[config.mk]
export PLATFORM = sky130hd
export DESIGN_NAME = regfile_ctrl_flat
export DESIGN_NICKNAME = d
export VERILOG_FILES = /design/src/rtl/rf_pkg.sv /design/src/rtl/regfile_ctrl_if.sv /design/src/rtl/regfile_mem.sv /design/src/rtl/regfile_ctrl.sv /design/src/flat_wrapper.sv
export SDC_FILE = /design/constraint.sdc
export NUM_CORES = 2
export LEC_CHECK = 0
export BUFFER_PORTS_ARGS = -buffer_cell sky130_fd_sc_hd__buf_2
export CORE_MARGIN = 2
export CORE_UTILIZATION = 43
export CTS_CLUSTER_SIZE = 8
export DETAILED_ROUTE_END_ITERATION = 7
export PLACE_DENSITY = 0.65
export SLEW_MARGIN = 5
export SYNTH_ARGS = -nofsm -noshare
export SYNTH_HDL_FRONTEND = slang
export SYNTH_HIERARCHICAL = 1
export SYNTH_SLANG_ARGS = --single-unit
[constraint.sdc]
create_clock -name clk_i -period 4 [get_ports clk_i]
set_input_delay 0.4 -clock clk_i [delete_from_list [all_inputs] [get_ports clk_i]]
set_output_delay 0.4 -clock clk_i [all_outputs]
set_load 0.005 [all_outputs]
[src/rtl/rf_pkg.sv]
// Shared types and default sizing for the register file controller.
//   rf_state_e  : controller state (RF_CLEAR sweeping zeros, RF_IDLE normal)
//   RF_DATA_W   : default register width
//   RF_ADDR_W   : default address width (depth = 2**RF_ADDR_W)
//   RF_ZERO_REG : default hardwired-zero register index
package rf_pkg;

  typedef enum logic [0:0] {
    RF_CLEAR = 1'b0,
    RF_IDLE  = 1'b1
  } rf_state_e;

  localparam int RF_DATA_W   = 32;
  localparam int RF_ADDR_W   = 5;
  localparam int RF_ZERO_REG = 31;

endpackage

[src/rtl/regfile_ctrl_if.sv]
// Decode/writeback-side bus of the register file.
//   ra_i, rb_i, rc_i : read 1 / read 2 / write (and alternate read 2) addresses
//   ra2sel_i         : read port 2 address select (1 = rc_i, 0 = rb_i)
//   werf_i, wd_i     : write enable and data
//   clr_i            : full clear request
//   rd1_o, rd2_o     : combinational read data
//   busy_o           : clear sweep running
//
// Write handshake: werf_i is a request that is accepted at a rising edge only
// when busy_o is 0 at that edge; while busy_o is 1 the request is dropped
// (no queueing, no error), so the producer must hold off until busy_o is 0.
// clr_i is accepted only when busy_o is 0 and is ignored otherwise.
interface regfile_ctrl_if
  import rf_pkg::*;
#(
  parameter int DATA_W = RF_DATA_W,
  parameter int ADDR_W = RF_ADDR_W
);
  logic [ADDR_W-1:0] ra_i;
  logic [ADDR_W-1:0] rb_i;
  logic [ADDR_W-1:0] rc_i;
  logic              ra2sel_i;
  logic              werf_i;
  logic [DATA_W-1:0] wd_i;
  logic              clr_i;
  logic [DATA_W-1:0] rd1_o;
  logic [DATA_W-1:0] rd2_o;
  logic              busy_o;

  modport master (
    output ra_i, rb_i, rc_i, ra2sel_i, werf_i, wd_i, clr_i,
    input  rd1_o, rd2_o, busy_o
  );

  modport slave (
    input  ra_i, rb_i, rc_i, ra2sel_i, werf_i, wd_i, clr_i,
    output rd1_o, rd2_o, busy_o
  );
endinterface

[src/rtl/regfile_mem.sv]
// Register storage: one synchronous write port, two asynchronous read ports.
// No reset so the array maps onto distributed RAM; the controller zeroes it.
//   clk_i              : clock
//   we_i/waddr_i/wdata_i : write port
//   raddr1_i/rdata1_o  : read port 1
//   raddr2_i/rdata2_o  : read port 2
module regfile_mem #(
  parameter int DATA_W = 32,
  parameter int ADDR_W = 5
) (
  input  logic              clk_i,
  input  logic              we_i,
  input  logic [ADDR_W-1:0] waddr_i,
  input  logic [DATA_W-1:0] wdata_i,
  input  logic [ADDR_W-1:0] raddr1_i,
  input  logic [ADDR_W-1:0] raddr2_i,
  output logic [DATA_W-1:0] rdata1_o,
  output logic [DATA_W-1:0] rdata2_o
);
  logic [DATA_W-1:0] mem [2**ADDR_W];

  always_ff @(posedge clk_i) begin
    if (we_i) mem[waddr_i] <= wdata_i;
  end

  assign rdata1_o = mem[raddr1_i];
  assign rdata2_o = mem[raddr2_i];
endmodule

[src/rtl/regfile_ctrl.sv]
// Register file controller: clear-sweep FSM, write muxing, zero-register
// masking and optional write-to-read bypass around regfile_mem.
//   clk_i   : clock, rising edge
//   rst_n_i : asynchronous active-low reset (restarts the clear sweep)
//   bus     : decode/writeback bus (regfile_ctrl_if.slave)
//   state_o : current controller state for observation
module regfile_ctrl
  import rf_pkg::*;
#(
  parameter int DATA_W   = RF_DATA_W,
  parameter int ADDR_W   = RF_ADDR_W,
  parameter int ZERO_REG = RF_ZERO_REG,
  parameter int BYPASS   = 1
) (
  input  logic             clk_i,
  input  logic             rst_n_i,
  regfile_ctrl_if.slave    bus,
  output rf_state_e        state_o
);
  if (ZERO_REG < 0 || ZERO_REG >= (2**ADDR_W)) begin : g_zero_reg_check
    $error("regfile_ctrl: ZERO_REG must lie in 0 .. 2**ADDR_W-1");
  end

  localparam logic [0:0]        S_CLEAR   = RF_CLEAR;
  localparam logic [0:0]        S_IDLE    = RF_IDLE;
  localparam logic [ADDR_W-1:0] ZERO_ADDR = ADDR_W'(ZERO_REG);

  logic [0:0]        state_q;
  logic [ADDR_W-1:0] clr_idx_q;
  logic              busy;
  logic [ADDR_W-1:0] ra2;

  logic              mem_we;
  logic [ADDR_W-1:0] mem_waddr;
  logic [DATA_W-1:0] mem_wdata;
  logic [DATA_W-1:0] mem_rd1;
  logic [DATA_W-1:0] mem_rd2;

  // The sweep ends by comparing the index against all-ones; the index then
  // wraps back to 0 on its own, which is also the start value for a new sweep.
  always_ff @(posedge clk_i or negedge rst_n_i) begin
    if (!rst_n_i) begin
      state_q   <= S_CLEAR;
      clr_idx_q <= '0;
    end else begin
      case (state_q)
        S_CLEAR: begin
          clr_idx_q <= clr_idx_q + 1'b1;
          if (clr_idx_q == '1) state_q <= S_IDLE;
        end
        default: begin
          if (bus.clr_i) begin
            state_q   <= S_CLEAR;
            clr_idx_q <= '0;
          end
        end
      endcase
    end
  end

  assign busy    = (state_q == S_CLEAR);
  assign state_o = rf_state_e'(state_q);
  assign ra2     = bus.ra2sel_i ? bus.rc_i : bus.rb_i;

  // The sweep owns the write port while busy; normal writes are dropped then.
  always_comb begin
    mem_we    = 1'b0;
    mem_waddr = bus.rc_i;
    mem_wdata = bus.wd_i;
    if (busy) begin
      mem_we    = 1'b1;
      mem_waddr = clr_idx_q;
      mem_wdata = '0;
    end else if (bus.werf_i && (bus.rc_i != ZERO_ADDR)) begin
      mem_we    = 1'b1;
    end
  end

  regfile_mem #(
    .DATA_W (DATA_W),
    .ADDR_W (ADDR_W)
  ) u_mem (
    .clk_i    (clk_i),
    .we_i     (mem_we),
    .waddr_i  (mem_waddr),
    .wdata_i  (mem_wdata),
    .raddr1_i (bus.ra_i),
    .raddr2_i (ra2),
    .rdata1_o (mem_rd1),
    .rdata2_o (mem_rd2)
  );

  // Read priority per port: busy, zero register, bypass, array.
  always_comb begin
    bus.rd1_o = mem_rd1;
    if (busy || bus.ra_i == ZERO_ADDR) begin
      bus.rd1_o = '0;
    end else if (BYPASS != 0 && bus.werf_i && bus.rc_i == bus.ra_i) begin
      bus.rd1_o = bus.wd_i;
    end
  end

  always_comb begin
    bus.rd2_o = mem_rd2;
    if (busy || ra2 == ZERO_ADDR) begin
      bus.rd2_o = '0;
    end else if (BYPASS != 0 && bus.werf_i && bus.rc_i == ra2) begin
      bus.rd2_o = bus.wd_i;
    end
  end

  assign bus.busy_o = busy;
endmodule

[src/flat_wrapper.sv]
// flat-port wrapper written by rule: the top's interface ports become plain ports
module regfile_ctrl_flat import rf_pkg::*;
#(
  parameter int DATA_W   = RF_DATA_W,
  parameter int ADDR_W   = RF_ADDR_W,
  parameter int ZERO_REG = RF_ZERO_REG,
  parameter int BYPASS   = 1
)
  (clk_i, rst_n_i, state_o, bus_ra_i, bus_rb_i, bus_rc_i, bus_ra2sel_i, bus_werf_i, bus_wd_i, bus_clr_i, bus_rd1_o, bus_rd2_o, bus_busy_o);
  regfile_ctrl_if #(.DATA_W(DATA_W), .ADDR_W(ADDR_W)) bus_i ();
  input  logic clk_i;
  input  logic rst_n_i;
  output rf_state_e state_o;
  input wire logic [$bits(bus_i.ra_i)-1:0] bus_ra_i;
  input wire logic [$bits(bus_i.rb_i)-1:0] bus_rb_i;
  input wire logic [$bits(bus_i.rc_i)-1:0] bus_rc_i;
  input wire logic [$bits(bus_i.ra2sel_i)-1:0] bus_ra2sel_i;
  input wire logic [$bits(bus_i.werf_i)-1:0] bus_werf_i;
  input wire logic [$bits(bus_i.wd_i)-1:0] bus_wd_i;
  input wire logic [$bits(bus_i.clr_i)-1:0] bus_clr_i;
  output wire logic [$bits(bus_i.rd1_o)-1:0] bus_rd1_o;
  output wire logic [$bits(bus_i.rd2_o)-1:0] bus_rd2_o;
  output wire logic [$bits(bus_i.busy_o)-1:0] bus_busy_o;
  assign bus_i.ra_i = bus_ra_i;
  assign bus_i.rb_i = bus_rb_i;
  assign bus_i.rc_i = bus_rc_i;
  assign bus_i.ra2sel_i = bus_ra2sel_i;
  assign bus_i.werf_i = bus_werf_i;
  assign bus_i.wd_i = bus_wd_i;
  assign bus_i.clr_i = bus_clr_i;
  assign bus_rd1_o = bus_i.rd1_o;
  assign bus_rd2_o = bus_i.rd2_o;
  assign bus_busy_o = bus_i.busy_o;
  regfile_ctrl #(.DATA_W(DATA_W), .ADDR_W(ADDR_W), .ZERO_REG(ZERO_REG), .BYPASS(BYPASS)) u_core (.clk_i(clk_i), .rst_n_i(rst_n_i), .bus(bus_i), .state_o(state_o));
endmodule
==> impl_metrics.csv <==
group,metric,value,unit
sta,min_period_over_period,95.0,%
synth,ys_types,41,
setup_path,slowest_delay,0.67,ns
clocking,cts_hold_buf,2,
sta,final.setup.tns,0,ns
route,vias_per_cell,6.50,
place,gp_congestion,0.846,
setup_path,critPathArrivalTime,3.40,ns
setup_path,crit_family,"buffers and inverters",
power_and_ir_drop,powerDensity,536,mW/mm^2
route,dr.pass1.iters,7,
power_and_ir_drop,vdd_drop_max,0.418,mV
clocking,cts_tree,"done",
outcome,status,"completed",
setup_path,r2r_cells,4,
min_path,worst_hold_path_type,"in2async",
synth,yosysWarnings,6,
layout,final_util,49.8,%
route,routed_wl,172,mm
synth,synth_edf_count,1024,
setup_path,r2r-start,"u_core/state_o",
synth,ys_ff_latch,1030,
grt,grt_util_all_layers,27.9,%
synth,syn_area_per_cell,13.7,sq um
sta,maxSlewHeadroom,32.1,%
sta,rsz0062_at_grt,"false",
setup_path,slowest_stage,"dfrtp_4",
clocking,clkSinkCount,1030,
layout,multi_input_area,0.0187,sq mm
setup_path,required,3.60,ns
setup_path,crit_fanout,38,
clocking,numCtsBuffers,146,
route,ant_nets,0,
floorplan,start_util,43.3,%
route,drtIter0Drc,4600,
setup_path,reg2reg_setup_slack,0.88,ns
floorplan,die-width,348,um
grt,antenna_found_initial,9,
floorplan,core_area,0.118,sq mm
clocking,path_clk_slew,0.05,ns
synth,syn_inst,3713,
floorplan,rows,126,
setup_path,end_kind,"primary output",
sta,finalSetupViolations,0,
setup_path,path_class,"reg2out",
clocking,htreeDepth,4,
setup_path,cp.depth,5,
layout,fin_nets,3979,
setup_path,critPathBufInv,3,
layout,drive_gt1_share,14.9,%
layout,fillers,9895,
setup_path,crit_chain,"buf_4 -> buf_4 -> o211ai_1 -> mux2i_1 -> buf_2",
run,maxCapViolCount,0,
synth,synth_nets,3767,
clocking,clk_path_buf_depth,3,
place,hpwlAfterDp,96.8,mm
synth,synthArstFlopShare,0.583,%
grt,grt_pass1_vias,34700,
layout,regArea,0.0309,sq mm
setup_path,startpoint_type,"flop",
grt,grt_remaining_overflow,0,
route,vias,35700,
sta,skew,0.0310,ns
place,place.port_buffers,117,
route,drc_errors,0,
setup_path,crit_path_frequent_cell,"buf_4",
floorplan,die_h,348,um
synth,seq_area_frac_synth,60.6,%
grt,grt_max_degree,78,
sta,worst_slew_pin_slew,1.02,ns
sta,hold_violations,0,
synth,syn_area,0.0510,sq mm
setup_path,endpoint,"bus_rd2_o[15]",
clocking,post_cts_resized,0,
floorplan,pin_count,118,
setup_path,crit_start,"u_core/state_o",
route,routedWlPerCell,31.4,um
clocking,clk_latency,0.74,ns
sta,slew_viol_final,0,
layout,syn_to_final_growth,15.1,%
clocking,cts_setup_buffers,0,
power_and_ir_drop,leakagePower,0.0223,uW
floorplan,die-area,0.121,sq mm
grt,grt_pass1_wl,244,mm
clocking,root_buffer,"clkbuf_16",
sta,fmax,263,MHz
synth,ys.flop_type,"edfxtp_1",
setup_path,worstReg2RegEnd,"u_core/u_mem/mem[20][10]",
sta,fin_crit,3.80,ns
==> cells in the mapped netlist (2+ instances only) <==
master    count  area [sq um]
buf_2        80           400
buf_4        47           353
and2_1       35           219
or3b_2        3          26.3
mux2i_1    1057         10600
o211ai_1     32           240
a22oi_1     192          1440
or2_2         2          12.5
nor2_1       36           135
mux2_2        9           101
o21ai_0      62           310
inv_1         2          7.51
clkbuf_1    111           417
a22o_1      129          1130
buf_1         5          18.8
ha_1          2          25.0
buf_6        49           552
clkbuf_4      4          30.0
o21ai_1       6          30.0
a21oi_1     224          1120
nand3_1     230          1150
nor2b_1       4          25.0
nand3b_1      6          45.0
xor2_1        3          26.3
nand2_1     202           758
xnor2_1       8          70.1
edfxtp_1   1024         30700
nor3_1       64           320
dfrtp_1       6           150
a31oi_1      65           407
nand2b_1      4          25.0
==> layout by cell type (no fill, tap or decap), types with 116 or more instances in the layout <==
cell type,n
a22oi_1,192
buf_4,180
nand3_1,230
buf_2,116
a22o_1,129
edfxtp_1,1024
clkbuf_16,149
a21oi_1,224
nand2_1,199
mux2i_1,1056
==> per-layer routing <==
| layer | wire length, um | GRT usage, % | up-vias |
|---|---|---|---|
| met4 | 6850 | 11.0 | 4 |
| met3 | 18500 | 6.05 | 423 |
| met2 | 77000 | 42.8 | 2187 |
| li1 | - | - | 15000 |
| met1 | 70100 | 38.7 | 18100 |
| met5 | 15 | 0 | - |
==> where the power goes <==
group	internal, uW	switching, uW
clock	6650	4500
combinational	1870	4320
sequential	13600	544
total	22100	9360
==> layout make-up <==
cell class / instances / area share [%]
sequential: 1030 / 52.6
multi-input combinational: 2385 / 31.8
clock buffer: 162 / 6.45
timing repair buffer: 360 / 5.43
tap: 1536 / 3.27
clock inverter: 12 / 0.394
inverter: 2 / 0.0128
antenna: 1 / 0.00426
==> worst reg2reg max path: stages, from the launching register on <==
cell and delay [ns]:
dfrtp_4 0.67, mux2_2 0.42, or3b_2 0.70, nor2_4 0.74, buf_12 0.25
==> flip-flops by register name, summed over array words and instances (netlist names) <==
name              cells
u_core/u_mem/mem   1024
u_core/state_o        1
u_core/clr_idx_q      5
==> metrics by stage <==
stage	std cells	total power [uW]	hold WS [ns]	worst slack (ns)	area (sq um)
6_report	5488	31400	0.0248	0.202	58700
5_1_grt	5487	32300	0.0390	0.136	58700
4_1_cts	5487	31400	0.00363	0.257	58700
3_5_place_dp	5311	20300	0.235	0.347	54700
3_3_place_gp	5311	20200	0.233	0.365	54700
2_1_floorplan	3713	17400	0.104	0.448	51000
==> worst min path at each step <==
stage / endpoint / slack (ns)
2_1_floorplan: u_core/clr_idx_q[0] / 0.10
3_3_place_gp: u_core/state_o / 0.23
5_1_grt: u_core/clr_idx_q[2] / 0.04
4_1_cts: u_core/clr_idx_q[3] / 0.004
6_report: u_core/clr_idx_q[2] / 0.02
3_5_place_dp: u_core/state_o / 0.24
==> kinds of logic after synthesis <==
kind of cell             synth area share, %
AO/OA/AOI/OAI                           9.29
AND/OR/NAND/NOR                         5.43
XOR/XNOR                               0.189
adder cells (fa/ha/maj)               0.0491
multiplexers                            21.0
flip-flops                              60.6
buffers and inverters                   3.49
Note: power is estimated with default switching activity, not from simulation.
